$ cat src/rtl/control_sequencer.sv
// control_sequencer: hard-wired fetch/execute control unit.
// Steps RST -> T0..T7 -> T0 per instruction and Moore-decodes the
// state plus ir[31:27] into register-select and datapath strobes.
// Optional build macro: CTRL_ILLEGAL_TRAP_EN (undefined opcode traps to HALT
// and sets the sticky illegal flag; otherwise it executes as nop).
module control_sequencer #(
    parameter logic [4:0] ADD_OP = 5'b00011
) (
    input  logic        clock,
    input  logic        reset_n,
    input  logic [31:0] ir,
    input  logic        con_ff,
    output logic        gra,
    output logic        grb,
    output logic        grc,
    output logic        rin,
    output logic        rout,
    output logic        baout,
    output logic        pc_out,
    output logic        pc_in,
    output logic        inc_pc,
    output logic        mar_in,
    output logic        mdr_in,
    output logic        mdr_out,
    output logic        ir_in,
    output logic        y_in,
    output logic        z_in,
    output logic        zlow_out,
    output logic        c_out,
    output logic        con_in,
    output logic        mem_read,
    output logic        mem_write,
    output logic [4:0]  alu_op,
    output logic        run,
    output logic        illegal
);

    localparam logic [4:0] OP_LD   = 5'b00000;
    localparam logic [4:0] OP_LDI  = 5'b00001;
    localparam logic [4:0] OP_ST   = 5'b00010;
    localparam logic [4:0] OP_ADD  = 5'b00011;
    localparam logic [4:0] OP_SUB  = 5'b00100;
    localparam logic [4:0] OP_AND  = 5'b00101;
    localparam logic [4:0] OP_OR   = 5'b00110;
    localparam logic [4:0] OP_ADDI = 5'b01100;
    localparam logic [4:0] OP_BR   = 5'b10010;
    localparam logic [4:0] OP_JR   = 5'b10100;
    localparam logic [4:0] OP_NOP  = 5'b11010;
    localparam logic [4:0] OP_HALT = 5'b11011;

    typedef enum logic [3:0] {
        S_RST, S_T0, S_T1, S_T2, S_T3, S_T4, S_T5, S_T6, S_T7, S_HALT
    } state_t;

    state_t     state, state_next;
    logic [4:0] opcode;
    logic       is_rtype, is_imm, is_ld, is_st, is_br, is_jr, is_nop, is_halt;
    logic       is_defined;
    logic       unused_ir_fields;

    assign opcode           = ir[31:27];
    assign unused_ir_fields = ^ir[26:0];

    assign is_rtype   = (opcode == OP_ADD) || (opcode == OP_SUB) ||
                        (opcode == OP_AND) || (opcode == OP_OR);
    assign is_imm     = (opcode == OP_ADDI) || (opcode == OP_LDI);
    assign is_ld      = (opcode == OP_LD);
    assign is_st      = (opcode == OP_ST);
    assign is_br      = (opcode == OP_BR);
    assign is_jr      = (opcode == OP_JR);
    assign is_nop     = (opcode == OP_NOP);
    assign is_halt    = (opcode == OP_HALT);
    assign is_defined = is_rtype | is_imm | is_ld | is_st | is_br |
                        is_jr | is_nop | is_halt;

    // State register; reset forces RST from any state.
    always_ff @(posedge clock or negedge reset_n) begin
        if (!reset_n) state <= S_RST;
        else          state <= state_next;
    end

    // Next-state sequencing by opcode class.
    always_comb begin
        state_next = state;
        case (state)
            S_RST: state_next = S_T0;
            S_T0:  state_next = S_T1;
            S_T1:  state_next = S_T2;
            S_T2:  state_next = S_T3;
            S_T3: begin
                if (is_halt)
                    state_next = S_HALT;
                else if (is_rtype || is_imm || is_ld || is_st || is_br)
                    state_next = S_T4;
                else if (is_jr || is_nop)
                    state_next = S_T0;
                else begin
`ifdef CTRL_ILLEGAL_TRAP_EN
                    state_next = S_HALT;
`else
                    state_next = S_T0;
`endif
                end
            end
            S_T4:  state_next = S_T5;
            S_T5:  state_next = (is_ld || is_st || is_br) ? S_T6 : S_T0;
            S_T6:  state_next = is_br ? S_T0 : S_T7;
            S_T7:  state_next = S_T0;
            S_HALT: state_next = S_HALT;
            default: state_next = S_RST;
        endcase
    end

`ifdef CTRL_ILLEGAL_TRAP_EN
    logic illegal_q;

    // Sticky flag: set when an undefined opcode reaches T3, cleared by reset.
    always_ff @(posedge clock or negedge reset_n) begin
        if (!reset_n)                          illegal_q <= 1'b0;
        else if (state == S_T3 && !is_defined) illegal_q <= 1'b1;
    end

    assign illegal = illegal_q;
`else
    logic unused_defined;
    assign unused_defined = is_defined;
    assign illegal        = 1'b0;
`endif

    assign run = (state != S_HALT);

    // Moore strobe decode of state and held opcode.
    always_comb begin
        gra = 1'b0; grb = 1'b0; grc = 1'b0;
        rin = 1'b0; rout = 1'b0; baout = 1'b0;
        pc_out = 1'b0; pc_in = 1'b0; inc_pc = 1'b0;
        mar_in = 1'b0; mdr_in = 1'b0; mdr_out = 1'b0; ir_in = 1'b0;
        y_in = 1'b0; z_in = 1'b0; zlow_out = 1'b0; c_out = 1'b0;
        con_in = 1'b0; mem_read = 1'b0; mem_write = 1'b0;
        alu_op = '0;
        case (state)
            S_T0: begin pc_out = 1'b1; mar_in = 1'b1; inc_pc = 1'b1; z_in = 1'b1; end
            S_T1: begin zlow_out = 1'b1; pc_in = 1'b1; mem_read = 1'b1; mdr_in = 1'b1; end
            S_T2: begin mdr_out = 1'b1; ir_in = 1'b1; end
            S_T3: begin
                if (is_rtype) begin
                    grb = 1'b1; rout = 1'b1; y_in = 1'b1;
                end else if (is_imm || is_ld || is_st) begin
                    grb = 1'b1; baout = 1'b1; y_in = 1'b1;
                end else if (is_br) begin
                    gra = 1'b1; rout = 1'b1; con_in = 1'b1;
                end else if (is_jr) begin
                    gra = 1'b1; rout = 1'b1; pc_in = 1'b1;
                end
            end
            S_T4: begin
                if (is_rtype) begin
                    grc = 1'b1; rout = 1'b1; z_in = 1'b1; alu_op = opcode;
                end else if (is_imm || is_ld || is_st) begin
                    c_out = 1'b1; z_in = 1'b1; alu_op = ADD_OP;
                end else if (is_br) begin
                    pc_out = 1'b1; y_in = 1'b1;
                end
            end
            S_T5: begin
                if (is_rtype || is_imm) begin
                    zlow_out = 1'b1; gra = 1'b1; rin = 1'b1;
                end else if (is_ld || is_st) begin
                    zlow_out = 1'b1; mar_in = 1'b1;
                end else if (is_br) begin
                    c_out = 1'b1; z_in = 1'b1; alu_op = ADD_OP;
                end
            end
            S_T6: begin
                if (is_ld) begin
                    mem_read = 1'b1; mdr_in = 1'b1;
                end else if (is_st) begin
                    gra = 1'b1; rout = 1'b1; mdr_in = 1'b1;
                end else if (is_br && con_ff) begin
                    zlow_out = 1'b1; pc_in = 1'b1;
                end
            end
            S_T7: begin
                if (is_ld) begin
                    mdr_out = 1'b1; gra = 1'b1; rin = 1'b1;
                end else if (is_st) begin
                    mem_write = 1'b1;
                end
            end
            default: ;
        endcase
    end

endmodule

$ cat config.mk
export PLATFORM = sky130hd
export DESIGN_NAME = control_sequencer
export DESIGN_NICKNAME = d
export VERILOG_FILES = /design/src/rtl/control_sequencer.sv
export SDC_FILE = /design/constraint.sdc
export NUM_CORES = 1
export LEC_CHECK = 0
export ABC_AREA = 1
export BUFFER_PORTS_ARGS = -buffer_cell sky130_fd_sc_hd__buf_4
export CAP_MARGIN = 20
export CORE_UTILIZATION = 39
export CTS_CLUSTER_DIAMETER = 30
export CTS_CLUSTER_SIZE = 8
export DETAILED_ROUTE_END_ITERATION = 16
export PLACE_DENSITY = 0.84
export RECOVER_POWER = 100
export SLEW_MARGIN = 20
export SYNTH_ARGS = -nofsm -noshare
export SYNTH_HDL_FRONTEND = slang
export SYNTH_SLANG_ARGS = --single-unit
export TNS_END_PERCENT = 20
$ cat constraint.sdc
create_clock -name clock -period 3.2 [get_ports clock]
set_clock_uncertainty 0.15 [all_clocks]
set_input_delay 0.48 -clock clock [delete_from_list [all_inputs] [get_ports clock]]
set_output_delay 0.48 -clock clock [all_outputs]
set_load 0.02 [all_outputs]
; Word-level counts from Yosys, hierarchy flattened
; Index checks and enable logic that the tools add are counted.
; Widths: inputs -> output; s select.
[word_totals]
register_bits = 4
output_inout_bits = 27
[classes]
eq_ne = 20
n_mux = 59
reduce_logical = 16
[ops]
columns = cell, count
row1 = $pmux 4 s9, 1
row2 = $mux 1, 35
row3 = $eq 4x3->1 const B, 4
row4 = $pmux 1 s2, 8
row5 = $eq 5x3->1 const B, 3
row6 = $eq 5x5->1 const B, 3
row7 = $logic_or 1x1->1, 12
row8 = $pmux 1 s3, 4
row9 = $eq 5x2->1 const B, 2
row10 = $pmux 5 s2, 1
row11 = $eq 4x2->1 const B, 2
row12 = $eq 4x4->1 const B, 2
row13 = $mux 2, 4
row14 = $mux 4, 2
row15 = $mux 3, 2
row16 = $eq 5x1->1 const B, 1
row17 = $eq 5x4->1 const B, 1
row18 = $logic_not 5->1, 1
row19 = $mux 5, 1
row20 = $eq 4x1->1 const B, 1
row21 = $logic_not 4->1, 1
row22 = $ne 4x4->1 const B, 1
row23 = $pmux 1 s4, 1
row24 = $reduce_or 2->1, 1
row25 = $logic_and 1x1->1, 1

; Logic depth before layout (Yosys ltp)
; Gate-level depths: netlist (run 1).
[depth]
ltp_word = 11
mapped_depth = 8
depth_no_buf = 8

; Worst setup path after synthesis (run 1)
; OpenSTA, ideal clock, no wires.
[synth_timing]
path_type = register to output
from = register state[3]
to = output pc_out
t_arrival_ns = 1.282
required_ns = 2.570
path_slack_ns = 1.288
stages_incl_launch_ff = 4
n_path_buf = 0
cell_sequence = dfrtp_1 -> nor2_2 -> nand2_1 -> o21ai_0
[synth_between]
elab_chain_len = 2
elab_cells_between_ends = 3
classes_between = eq/ne: 2 / mux: 1
[synth_lines]
columns = item, line
row1 = from (decl), 55  ; state_t state, state_next;
row2 = from (signal assigned), 79  ; else state <= state_next;
row3 = $eq 4x3->1 or $eq 4x1->1 (tied branches), 141  ; case (state)
row4 = $pmux 1 s2 *, 141
row5 = to (decl), 19  ; output logic pc_out,
; Mark *: on every way between the ends. The rest lies on a longest branch, timed or not.

; Worst setup path after layout (run 1)
[layout_timing]
from = register state[3]
to = output pc_in
[layout_between]
elab_chain_len = 2
elab_cells_between_ends = 4
classes_between = eq/ne: 3 / mux: 1
[layout_lines]
columns = item, line
row1 = $eq 4x3->1 or $eq 4x2->1 (tied branches), 141
row2 = $pmux 1 s3 *, 141
row3 = to (decl), 20  ; output logic pc_in,
; Marks and branches as above.

==> metrics, run 1 <==
status=complete, but fails checks; failing checks=DRC; R2R setup slack=1.74 ns; register area share after synthesis=14.8%; CORE AREA=1560 µm²; Sum Neg Setup Slack=0 ns; vias in the first global route=775; total CTS buffers=3; RSZ-0062 raised after global routing=false; drt initial violations=22; Max Fanout on Critical Path=6; commonest non-fill, non-tap cells in the layout=nand2_1 (38), clkbuf_1 (21), nor2_1 (18); M1 wire length=789 µm; largest registers=state x4; half-perimeter wire length after placement=1580 µm; Cell Rows=14; full die area=1910 µm²; Starting Density=43.4%; R2R Path End=state[3]; Worst EP required=2.57 ns; count of different cell masters after synthesis=21; share of the synthesized area in the top cell type=20.5%; Sink Count=4; Final nets=193; I/O Buffers=31; Layout area overhead=26.1%; final setup vio count=0; min cycle time layout=2.36 ns; PwrDens=613 nW/µm²; DRC=1; DR WL/cell=10.5 µm; Final Hold Fails=0; worst r2r path cells=5; Total Routing Usage GR=20.6%; Worst Hold Class=register to register; Worst Setup Path Type=register to output port; IO Count=62; CTS root buffer=clkbuf_4; highest metal used=met3; #FFs+latches synth=4; clock transition at the registers of the reported paths=0.04 ns; CTS tree=yes; setup ws final=0.841 ns; DR pass1 iterations=10; Worst setup startpoint=state[3]; commonest non-fill, non-tap cell in the layout=nand2_1; Largest register FFs=4; Synth area leader=nand2_1; Via density=5.01; clock buffer depth=2; DR vias=862; fin. max-slew vios=0; htree depth=1; Period Utilization, post-route=73.7%; maximum clock rate=424 MHz; share of cells above drive strength 1=19.2%; first-pass GRT wire length=3080 µm; Fill cells=180; leak pwr=0.000518 µW; placer congestion estimate=0.867; Routed WL=1800 µm; Post-Syn Area=677 µm²; GRT overflow=0; ant diodes=0; Final ANT Viol Nets=0; Place WS=1.07 ns; Die Span X=43.7 µm; Largest Register=state; CP startpoint kind=register; reg2reg start=state[3]; die height=43.7 µm; Synth area leaders=nand2_1 (21%), dfrtp_1 (15%), nand3_1 (10%), nor2_1 (8.3%), inv_1 (6.7%); CP endpoint kind=output port; Worst EP arrival=1.73 ns; Avg Inst Size Synth=5.55 µm²; DR WL met2=943 µm; initial antenna violation count=0; WHS Endpoint=state[0]; hold depth=2; largest net degree at the start of global routing=8; clock latency on the worst-skew pair=0.23 ns; metal3 WL=71 µm; hold_sp=state[2]; Worst VDD drop=0.223 mV; number of max-cap violations=0; Synth warnings=0; gate count after technology mapping=122; post-cts resize count=0
-- worst max path at each step --
stage	to	slack (ns)
floorplan	alu_op[2]	1.29
global placement	pc_in	1.10
detailed placement	pc_in	1.07
CTS	alu_op[0]	1.01
global route	pc_in	0.67
finish	pc_in	0.84
-- worst max-delay path: stages (launching register included) --
cell and delay (ns):
dfrtp_1 0.43, nor2_1 0.24, nand3_1 0.19, nor2_1 0.18, a21boi_0 0.12, o21ai_0 0.09
clkbuf_1 0.25
-- layout make-up --
cell class	instances	area (µm²)	share of cell area (%)
Multi-Input combinational cell	98	475	55.7
Timing Repair Buffer	32	164	19.2
Sequential cell	4	100	11.7
Inverter	19	71.3	8.36
Clock buffer	3	22.5	2.64
Tap cell	16	20.0	2.35
-- through the flow --
stage          cell area [µm²]  cells  util, %  hold slack (ns)  total power [µW]
2_1_floorplan              684    124        -           0.0344               370
3_3_place_gp               915    168     58.7            0.125               523
3_5_place_dp               915    168     58.7            0.127               530
4_1_cts                    947    172     60.8            0.418               592
5_1_grt                    853    172     54.7            0.476               573
6_report                   853    172     54.7            0.417               523
-- power breakdown --
group,internal [µW],switching [µW]
sequential,72.7,27.6
combinational,106,259
clock,41.7,16.8
total,220,303
-- cells in the mapped netlist --
cell	n
o21a_1	1
nor3_1	3
nand2_1	37
conb_1	1
buf_4	3
dfrtp_1	4
nor2_1	15
nor2_4	2
o21ai_0	4
inv_2	7
nand3_4	1
o21ai_2	1
nor2_2	5
o211ai_1	1
nand3_1	14
a21oi_1	1
inv_1	12
nand4_1	1
a21boi_1	1
nand2_2	4
nand3_2	4
-- kinds of logic (layout without fill, tap and decap cells) --
| kind of cell | count (synthesis) | count (layout) | synth area share, % |
|---|---|---|---|
| buf+inv | 22 | 54 | 13.9 |
| flops | 4 | 4 | 14.8 |
| other cells | 1 | 3 | 0.554 |
| simple gates | 86 | 86 | 62.5 |
| compound gates | 9 | 9 | 8.32 |
-- routing by layer --
| metal | vias up | track usage (%) |
|---|---|---|
| met5 | - | 0 |
| met4 | 0 | 3.75 |
| met3 | 0 | 2.50 |
| met2 | 20 | 36.7 |
| met1 | 395 | 26.6 |
| li1 | 447 | - |
-- repair_timing --
action                                 CTS  global route
endpoints found under the hold margin    4             0
setup endpoints to repair                0             0
buffers inserted                         0             0
hold buffers                             1             0
Power figures use the tool's default switching activity.
==> run 2, diff against run 1 <==
- CORE_UTILIZATION: 39 -> 37
- PLACE_DENSITY: 0.84 -> 0.8
- clock period: 3.2 -> 2.35 ns (I/O delays scaled with it)
==> run 2 against run 1 <==
  * Combinational power up 40%
  * Via count fell by 1.2%
  * The flow now finishes without violations
  * Clock power grew 51%
  * Global-route usage down 1.3 points
  * Worst hold slack worse by 0.11 ns
  * Routed wire length increased by 2.5%
  * Critical path depth up 1
  * Total power is 41% higher
  * Final area is 2.9% higher
  * Non-clock buffer count stayed put
  * Final cell count is 5.2% higher
  * Core utilization shrank 3.9 points
  * Largest cell class unchanged
==> metrics, run 2 (synthesis results as in run 1) <==
status=completed; Worst Setup Path Type=register to output port; min cycle time layout=2.14 ns; Max Fanout on Critical Path=7; CP startpoint kind=register; IO Count=62; Period Utilization, post-route=91.1%; GR Layer Usage met3=5.20%; Via density=4.71; PwrDens=839 nW/µm²; M2 GR Usage=31.8%; Die Span X=44.8 µm; initial antenna violation count=0; vias in the first global route=710; largest registers=state x4; setup ws final=0.210 ns; full die area=2000 µm²; GRT overflow=0; Crit-path slowest cell=dfrtp_1; Largest Register=state; Layout area overhead=29.8%; Worst EP required=1.85 ns; htree depth=1; routing usage on met1=26.7%; maximum cell stage delay along the critical path=0.38 ns; clock buffer depth=2; fin. max-slew vios=0; grt peak-use layer=met2; CP endpoint kind=output port; drt initial violations=29; DR vias=852; final setup vio count=0; Worst Setup EP=z_in; ant diodes=0; DR pass1 iterations=4; worst r2r path cells=5; Total Power=737 µW; CTS tree=yes; die height=44.8 µm; Final nets=193; Fill cells=213; Worst VDD drop=0.448 mV; clock transition at the registers of the reported paths=0.04 ns; I/O Buffers=31; Cell Rows=15; commonest non-fill, non-tap cell in the layout=nand2_1; placer congestion estimate=0.849; worst path cell trace=inv_1 -> nor2_1 -> nand2_1 -> inv_1 -> nand2_1 -> nand3_1 -> clkbuf_1; share of cells above drive strength 1=21.8%; DR WL/cell=10.2 µm; post-route cell area=878 µm²; total CTS buffers=3; DRC=0; commonest non-fill, non-tap cells in the layout=nand2_1 (38), clkbuf_1 (18), nor2_1 (17); Largest register FFs=4; R2R Path End=state[3]; CTS root buffer=clkbuf_4; R2R setup slack=0.97 ns; post-cts resize count=0; maximum clock rate=467 MHz; Final ANT Viol Nets=0; clock latency on the worst-skew pair=0.24 ns; Routed WL=1850 µm; Sum Neg Setup Slack=0 ns; Worst EP arrival=1.64 ns; half-perimeter wire length after placement=1510 µm; Post-DP Area=926 µm²; CORE AREA=1730 µm²; Post-CTS Setup Repair Bufs=0; leak pwr=0.000531 µW; RSZ-0062 raised after global routing=false; Worst setup startpoint=state[0]; Place WS=0.485 ns; Worst Hold Class=input pin to register; reg2reg start=state[3]; number of max-cap violations=0; Total Routing Usage GR=19.3%; Sink Count=4; Starting Density=39.2%; Final Hold Fails=0; first-pass GRT wire length=2930 µm; largest net degree at the start of global routing=8
-- run 2: critical path, delay by kind of cell, from the launching register on --
family / cells / cell delay [ns]
buf+inv: 3 / 0.50
simple gates: 4 / 0.52
flops: 1 / 0.38
-- run 2: routing by layer --
metal,part of all wire [%],routed length [µm]
met1,46,849
met2,46,857
met3,6.6,122
met4,1.1,21
met5,0,0
-- run 2: what timing repair did --
item | CTS | global route
setup endpoints to repair | 0 | 0
hold buffers | 1 | 0
endpoints found under the hold margin | 4 | 0
-- run 2: power breakdown --
| part | internal [µW] | switching [µW] | leakage, µW |
|---|---|---|---|
| registers | 98.9 | 38.4 | 0.0000507 |
| logic | 154 | 357 | 0.000466 |
| clock network | 57.3 | 31.1 | 0.0000138 |
| total | 310 | 427 | 0.000531 |
-- run 2: final cells by class --
cell class	instances	area, µm²	area share (%)
inverters	19	71.3	8.12
repair buffers	32	175	19.9
multi-input cells	98	478	54.4
well taps	25	31.3	3.56
flip-flops and latches	4	100	11.4
clock buffers	3	22.5	2.56
-- run 2: metrics by stage --
step | instances | utilization (%) | hold WS, ns
finish | 181 | 50.9 | 0.302
CTS | 181 | 55.5 | 0.282
floorplan | 124 | - | -0.0931
global route | 181 | 50.9 | 0.319
detailed placement | 177 | 53.6 | 0.000315
global placement | 177 | 53.6 | -0.00204
-- run 2: how the worst min path moves through the flow --
stage               cells after the start        to    start  slack (ns)
finish                                  3  state[3]   ir[31]        0.30
global route                            3  state[3]   ir[31]        0.32
CTS                                     2  state[0]  reset_n        0.28
detailed placement                      1  state[0]  reset_n      0.0003
global placement                        1  state[0]  reset_n      -0.002
floorplan                               0  state[0]  reset_n       -0.09
